**src/rtl/spi_pkg.sv**
```systemverilog
// spi_pkg: shared state encoding and widths for the SPI master
package spi_pkg;
   localparam logic [2:0] IDLE = 3'd0, SETUP = 3'd1, HIGH = 3'd2, LOW = 3'd3, HOLD = 3'd4, DONE = 3'd5;
   localparam int DATA_W = 8;
   localparam int CNT_W = 4;
endpackage

```
**src/rtl/spi_clk_tick.sv**
```systemverilog
// spi_clk_tick: half-period divider, cleared while disabled, one-clk tick on terminal count
module spi_clk_tick #(
   parameter int CLK_DIV = 4
) (
   input  logic clk,
   input  logic reset_n,
   input  logic en,
   output logic tick
);
   localparam logic [7:0] TC = 8'(CLK_DIV - 1);
   logic [7:0] cnt;
   assign tick = en && cnt == TC;
   always_ff @(posedge clk or negedge reset_n)
      if (!reset_n) cnt <= '0;
      else cnt <= (!en || tick) ? '0 : cnt + 8'd1;
endmodule

```
**src/rtl/spi_master_ctrl.sv**
```systemverilog
// spi_master_ctrl: 8-bit LSB-first SPI master with start/busy/done host handshake and registered line outputs
module spi_master_ctrl
   import spi_pkg::*;
#(
   parameter int CLK_DIV = 4,
   parameter int EXTRA_SCLK = 0
) (
   input  logic              clk,
   input  logic              reset_n,
   input  logic              start,
   input  logic [DATA_W-1:0] dataToTransmit,
   output logic              busy,
   output logic              done,
   output logic [DATA_W-1:0] dataRecieved,
   output logic              sclk,
   output logic              ss,
   output logic              MOSI,
   input  logic              MISO
);
   localparam logic [CNT_W-1:0] LAST = CNT_W'(DATA_W + EXTRA_SCLK - 1);
   localparam logic [CNT_W-1:0] NBITS = CNT_W'(DATA_W);
   logic [2:0] state, next_state;
   logic [DATA_W-1:0] tx, rx;
   logic [CNT_W-1:0] pulses;
   logic tick, run, accept, sample;
   logic sclk_d, ss_d, mosi_d, busy_d, done_d;
   assign run = state inside {SETUP, HIGH, LOW, HOLD};
   assign accept = (state == IDLE || state == DONE) && start;
   spi_clk_tick #(.CLK_DIV(CLK_DIV)) u_tick (
      .clk(clk),
      .reset_n(reset_n),
      .en(run),
      .tick(tick)
   );
   always_ff @(posedge clk or negedge reset_n)
      if (!reset_n) state <= IDLE;
      else state <= next_state;
   // a request held through DONE is taken at once so ss shows high for a single clk
   always_comb begin
      next_state = state;
      case (state)
         IDLE, DONE: next_state = start ? SETUP : IDLE;
         SETUP: next_state = tick ? HIGH : SETUP;
         HIGH: next_state = tick ? LOW : HIGH;
         LOW: next_state = tick ? ((pulses < LAST) ? HIGH : HOLD) : LOW;
         HOLD: next_state = tick ? DONE : HOLD;
         default: next_state = IDLE;
      endcase
   end
   always_comb begin
      sclk_d = state == HIGH;
      ss_d = !run;
      mosi_d = (state inside {SETUP, HIGH, LOW}) ? tx[0] : 1'b1;
      busy_d = run;
      done_d = state == DONE;
   end
   // MISO is taken one clk after the HIGH tick, i.e. on the edge where the sclk pin falls
   always_ff @(posedge clk or negedge reset_n)
      if (!reset_n) begin
         tx <= '1;
         rx <= '0;
         pulses <= '0;
         sample <= 1'b0;
      end else begin
         sample <= state == HIGH && tick && pulses < NBITS;
         if (sample) rx <= {MISO, rx[DATA_W-1:1]};
         if (accept) begin
            tx <= dataToTransmit;
            pulses <= '0;
         end else if (state == HIGH && tick) tx <= {1'b1, tx[DATA_W-1:1]};
         else if (state == LOW && tick && pulses < LAST) pulses <= pulses + 1'b1;
      end
   always_ff @(posedge clk or negedge reset_n)
      if (!reset_n) begin
         sclk <= 1'b0;
         ss <= 1'b1;
         MOSI <= 1'b1;
         busy <= 1'b0;
         done <= 1'b0;
         dataRecieved <= '0;
      end else begin
         sclk <= sclk_d;
         ss <= ss_d;
         MOSI <= mosi_d;
         busy <= busy_d;
         done <= done_d;
         if (state == DONE) dataRecieved <= rx;
      end
endmodule
```
**config.mk**
```make
export PLATFORM = sky130hd
export DESIGN_NAME = spi_master_ctrl
export DESIGN_NICKNAME = d
export VERILOG_FILES = /design/src/rtl/spi_pkg.sv /design/src/rtl/spi_clk_tick.sv /design/src/rtl/spi_master_ctrl.sv
export SDC_FILE = /design/constraint.sdc
export NUM_CORES = 1
export LEC_CHECK = 0
export ABC_AREA = 1
export CAP_MARGIN = 20
export CELL_PAD_IN_SITES_DETAIL_PLACEMENT = 0
export CELL_PAD_IN_SITES_GLOBAL_PLACEMENT = 1
export CORE_MARGIN = 10
export CORE_UTILIZATION = 40
export CTS_CLUSTER_SIZE = 10
export DETAILED_ROUTE_END_ITERATION = 7
export PLACE_DENSITY = 0.85
export SYNTH_ARGS = -nofsm -noshare
export SYNTH_HDL_FRONTEND = slang
export SYNTH_HIERARCHICAL = 1
export SYNTH_SLANG_ARGS = --single-unit
```
**constraint.sdc**
```tcl
create_clock -name clk -period 2.4 [get_ports clk]
set_input_delay 0.6 -clock clk [delete_from_list [all_inputs] [get_ports clk]]
set_output_delay 0.6 -clock clk [all_outputs]
set_load 0.03 [all_outputs]
```
==> results of run 1 <==
-- stage by stage --
| stage | area, um^2 | instances |
|---|---|---|
| global placement | 2380 | 324 |
| CTS | 2474 | 332 |
| global route | 2474 | 332 |
| floorplan | 2095 | 235 |
| finish | 2474 | 332 |
| detailed placement | 2380 | 324 |
-- area by class of cell --
type / instances / area share [%]
clock inverter: 3 / 1.012
tap: 70 / 3.541
timing repair buffer: 26 / 10.12
inverter: 29 / 4.603
multi-input combinational: 154 / 31.92
clock buffer: 5 / 2.782
sequential: 45 / 46.03
-- routing by layer --
layer  global-route usage (%)  up-vias  part of all wire (%)
met2                    14.47       26                    45
met5                        0        -                     0
met1                    11.76      685                    48
met3                    3.309        4                   5.5
met4                    2.699        0                  0.84
li1                         -      799                     -
-- worst max-delay path by stage --
stage,cells past startpoint,end,from
4_1_cts,1,MOSI,MOSI
5_1_grt,12,tx[4],state[2]
3_5_place_dp,11,tx[1],state[0]
3_3_place_gp,12,tx[3],state[2]
2_1_floorplan,13,tx[1],state[2]
6_report,1,MOSI,MOSI
-- power breakdown --
| part | leakage, nW | internal [mW] | switching, mW |
|---|---|---|---|
| clock network | 0.0447 | 0.210 | 0.264 |
| logic | 0.526 | 0.252 | 0.389 |
| registers | 0.571 | 0.984 | 0.128 |
| total | 1.14 | 1.45 | 0.781 |
-- layout by cell type, fill, tap and decap left out, drive strengths merged --
cell / n
clkbuf: 5
a21o: 1
buf: 3
nand4: 9
dfstp: 10
a21oi: 2
nand3: 22
inv: 30
a31o: 1
dfrtp: 35
nand2: 68
clkinv: 1
nor3: 3
or2: 1
clkinvlp: 1
o21ai: 22
xnor2: 1
clkdlybuf4s50: 23
ha: 2
xor2: 1
nor2: 20
nand3b: 1
-- cells by family (layout without fill, tap and decap cells) --
logic type	after synthesis	count (layout)	synth area share, %
compound gates	26	26	7.228
buf+inv	36	63	7.945
simple gates	124	124	28.44
fa+ha+maj	2	2	1.195
xor+xnor	2	2	0.8365
flops	45	45	54.36
-- state kept, by name, indices dropped and copies added (netlist names) --
register / cells
sclk: 1
pulses: 4
ss: 1
tx: 8
sample: 1
dataRecieved: 8
rx: 8
u_tick/cnt: 8
busy: 1
MOSI: 1
done: 1
state: 3
==> results.sh, run 1 <==
export IMPL_status="completed"
export IMPL_cts_buffer_depth=2
export IMPL_cts_root_buf="clkbuf_8"
export IMPL_synth_edff_count=0
export IMPL_timing_final_max_slew_violations=0
export IMPL_num_io_pins=25
export IMPL_crit_slowest_cell="clkdlybuf4s50_1"
export IMPL_cts_htree_levels=2
export IMPL_area_delta_synth_final_pct=18.10
export IMPL_cts_resized=0
export IMPL_tritoncts="yes"
export IMPL_path_buf_inv=1
export IMPL_postSynthCellCount=235
export IMPL_wire_per_inst_um=11.07
export IMPL_p_total_mw=2.227
export IMPL_grt_usage_pct=9.256
export IMPL_via_per_inst=4.560
export IMPL_yosysUniqueCellTypes=33
export IMPL_totalWireLength_mm=3.675
export IMPL_worst_pin_slew_ns=0.5473
export IMPL_worstHoldPathType="primary input to asynchronous set/reset pin"
export IMPL_cp_top_family="buffers and inverters"
export IMPL_drtIter0Drc=69
export IMPL_post_cts_buffers=0
export IMPL_yosysTopAreaCell="dfrtp_1"
export IMPL_synth_top_area_share_pct=41.82
export IMPL_reg2regPathDepth=11
export IMPL_holdBufCountCts=0
export IMPL_rsz0062_at_grt="false"
export IMPL_regArea_um2=1139
export IMPL_arrival_ns=1.48
export IMPL_powerDensity_nw_per_um2=900.4
export IMPL_synth_area_leaders="dfrtp_1, dfstp_2, nand2_1"
export IMPL_setup_tns_ns=0
export IMPL_grt_pass1_vias=1503
export IMPL_worstPathCellList="clkdlybuf4s50_1"
export IMPL_maxCapViolCount=0
export IMPL_synth_ff_type="dfrtp_1"
export IMPL_n_antenna_cell=0
export IMPL_setup_viol=0
export IMPL_async_flop_share_pct=100.0
export IMPL_slew_headroom_pct=63.51
export IMPL_max_stage_delay_ns=0.66
export IMPL_ys_ff_latch=45
export IMPL_p_leak_nw=1.141
export IMPL_route_detailed_drc=0
export IMPL_cts_made_buffers=5
export IMPL_fillers=524
export IMPL_utilization_pct=48.43
export IMPL_pre_cts_ws_ns=0.4093
export IMPL_grt_max_degree=46
export IMPL_setup_worst_path_start_class="register"
export IMPL_reg2reg_from="state[0]"
export IMPL_finalHoldWorstSlack_ns=0.3674
export IMPL_clkTransAtPathRegs_ns=0.09
export IMPL_antenna_found_initial=0
export IMPL_yosysSeqAreaShare_pct=54.36
export IMPL_syn_avg_cell_area_um2=8.913
export IMPL_die_h_um=92.36
export IMPL_place_hpwl_mm=2.737
export IMPL_cts_sinks=45
export IMPL_gp_congestion=0.7658
export IMPL_yosys_warnings=6
export IMPL_hold_viol_final=0
export IMPL_syn_nets=249
export IMPL_die_width_um=92.36
export IMPL_period_needed_ns=2.075
export IMPL_yosysMostFrequentCell="nand2_1"
export IMPL_num_rows=26
export IMPL_drive_gt1_share_pct=17.18
export IMPL_numPortBuffers=24
export IMPL_skew_ns=0.01069
export IMPL_multi_input_area_um2=789.5
export IMPL_synthesis_area_um2=2095
export IMPL_firstDrtPassIters=6
export IMPL_endpoint_kind="output port"
export IMPL_die_area_um2=8530
export IMPL_grt_first_pass_wirelength_mm=6.637
export IMPL_fmax_ghz=0.4818
export IMPL_start_util_pct=41.01
export IMPL_yosys_top_cells_count="nand2_1, dfrtp_1, inv_1"
export IMPL_crit_type="register to output port"
export IMPL_setup_ws_ns=0.3246
export IMPL_via_count=1514
export IMPL_worstPathRequired_ns=1.80
export IMPL_peakVddDrop_uv=310.7
export IMPL_clock_latency_ns=0.30
export IMPL_fin_nets=275
export IMPL_core_um2=5107
export IMPL_crit_reg2reg_capture="tx[1]"
export IMPL_r2r_slack_ns=0.40
export IMPL_period_share_pct=86.48
export IMPL_overflow=0
export IMPL_worstPathMaxFanout=1
export IMPL_antenna_left=0
Note: power is estimated with default switching activity, not from simulation.
==> inputs of run 2 (changes only) <==
--- a/config.mk
+++ b/config.mk
@@ -6,7 +6,7 @@
 export NUM_CORES = 1
 export LEC_CHECK = 0
 export ABC_AREA = 1
-export CAP_MARGIN = 20
+export CAP_MARGIN = 40
 export CELL_PAD_IN_SITES_DETAIL_PLACEMENT = 0
 export CELL_PAD_IN_SITES_GLOBAL_PLACEMENT = 1
 export CORE_MARGIN = 10
@@ -14,6 +14,7 @@
 export CTS_CLUSTER_SIZE = 10
 export DETAILED_ROUTE_END_ITERATION = 7
 export PLACE_DENSITY = 0.85
+export SLEW_MARGIN = 20
 export SYNTH_ARGS = -nofsm -noshare
 export SYNTH_HDL_FRONTEND = slang
 export SYNTH_HIERARCHICAL = 1
==> results of run 2 <==
Final layout, timing and power as in run 1 (identical DEF).
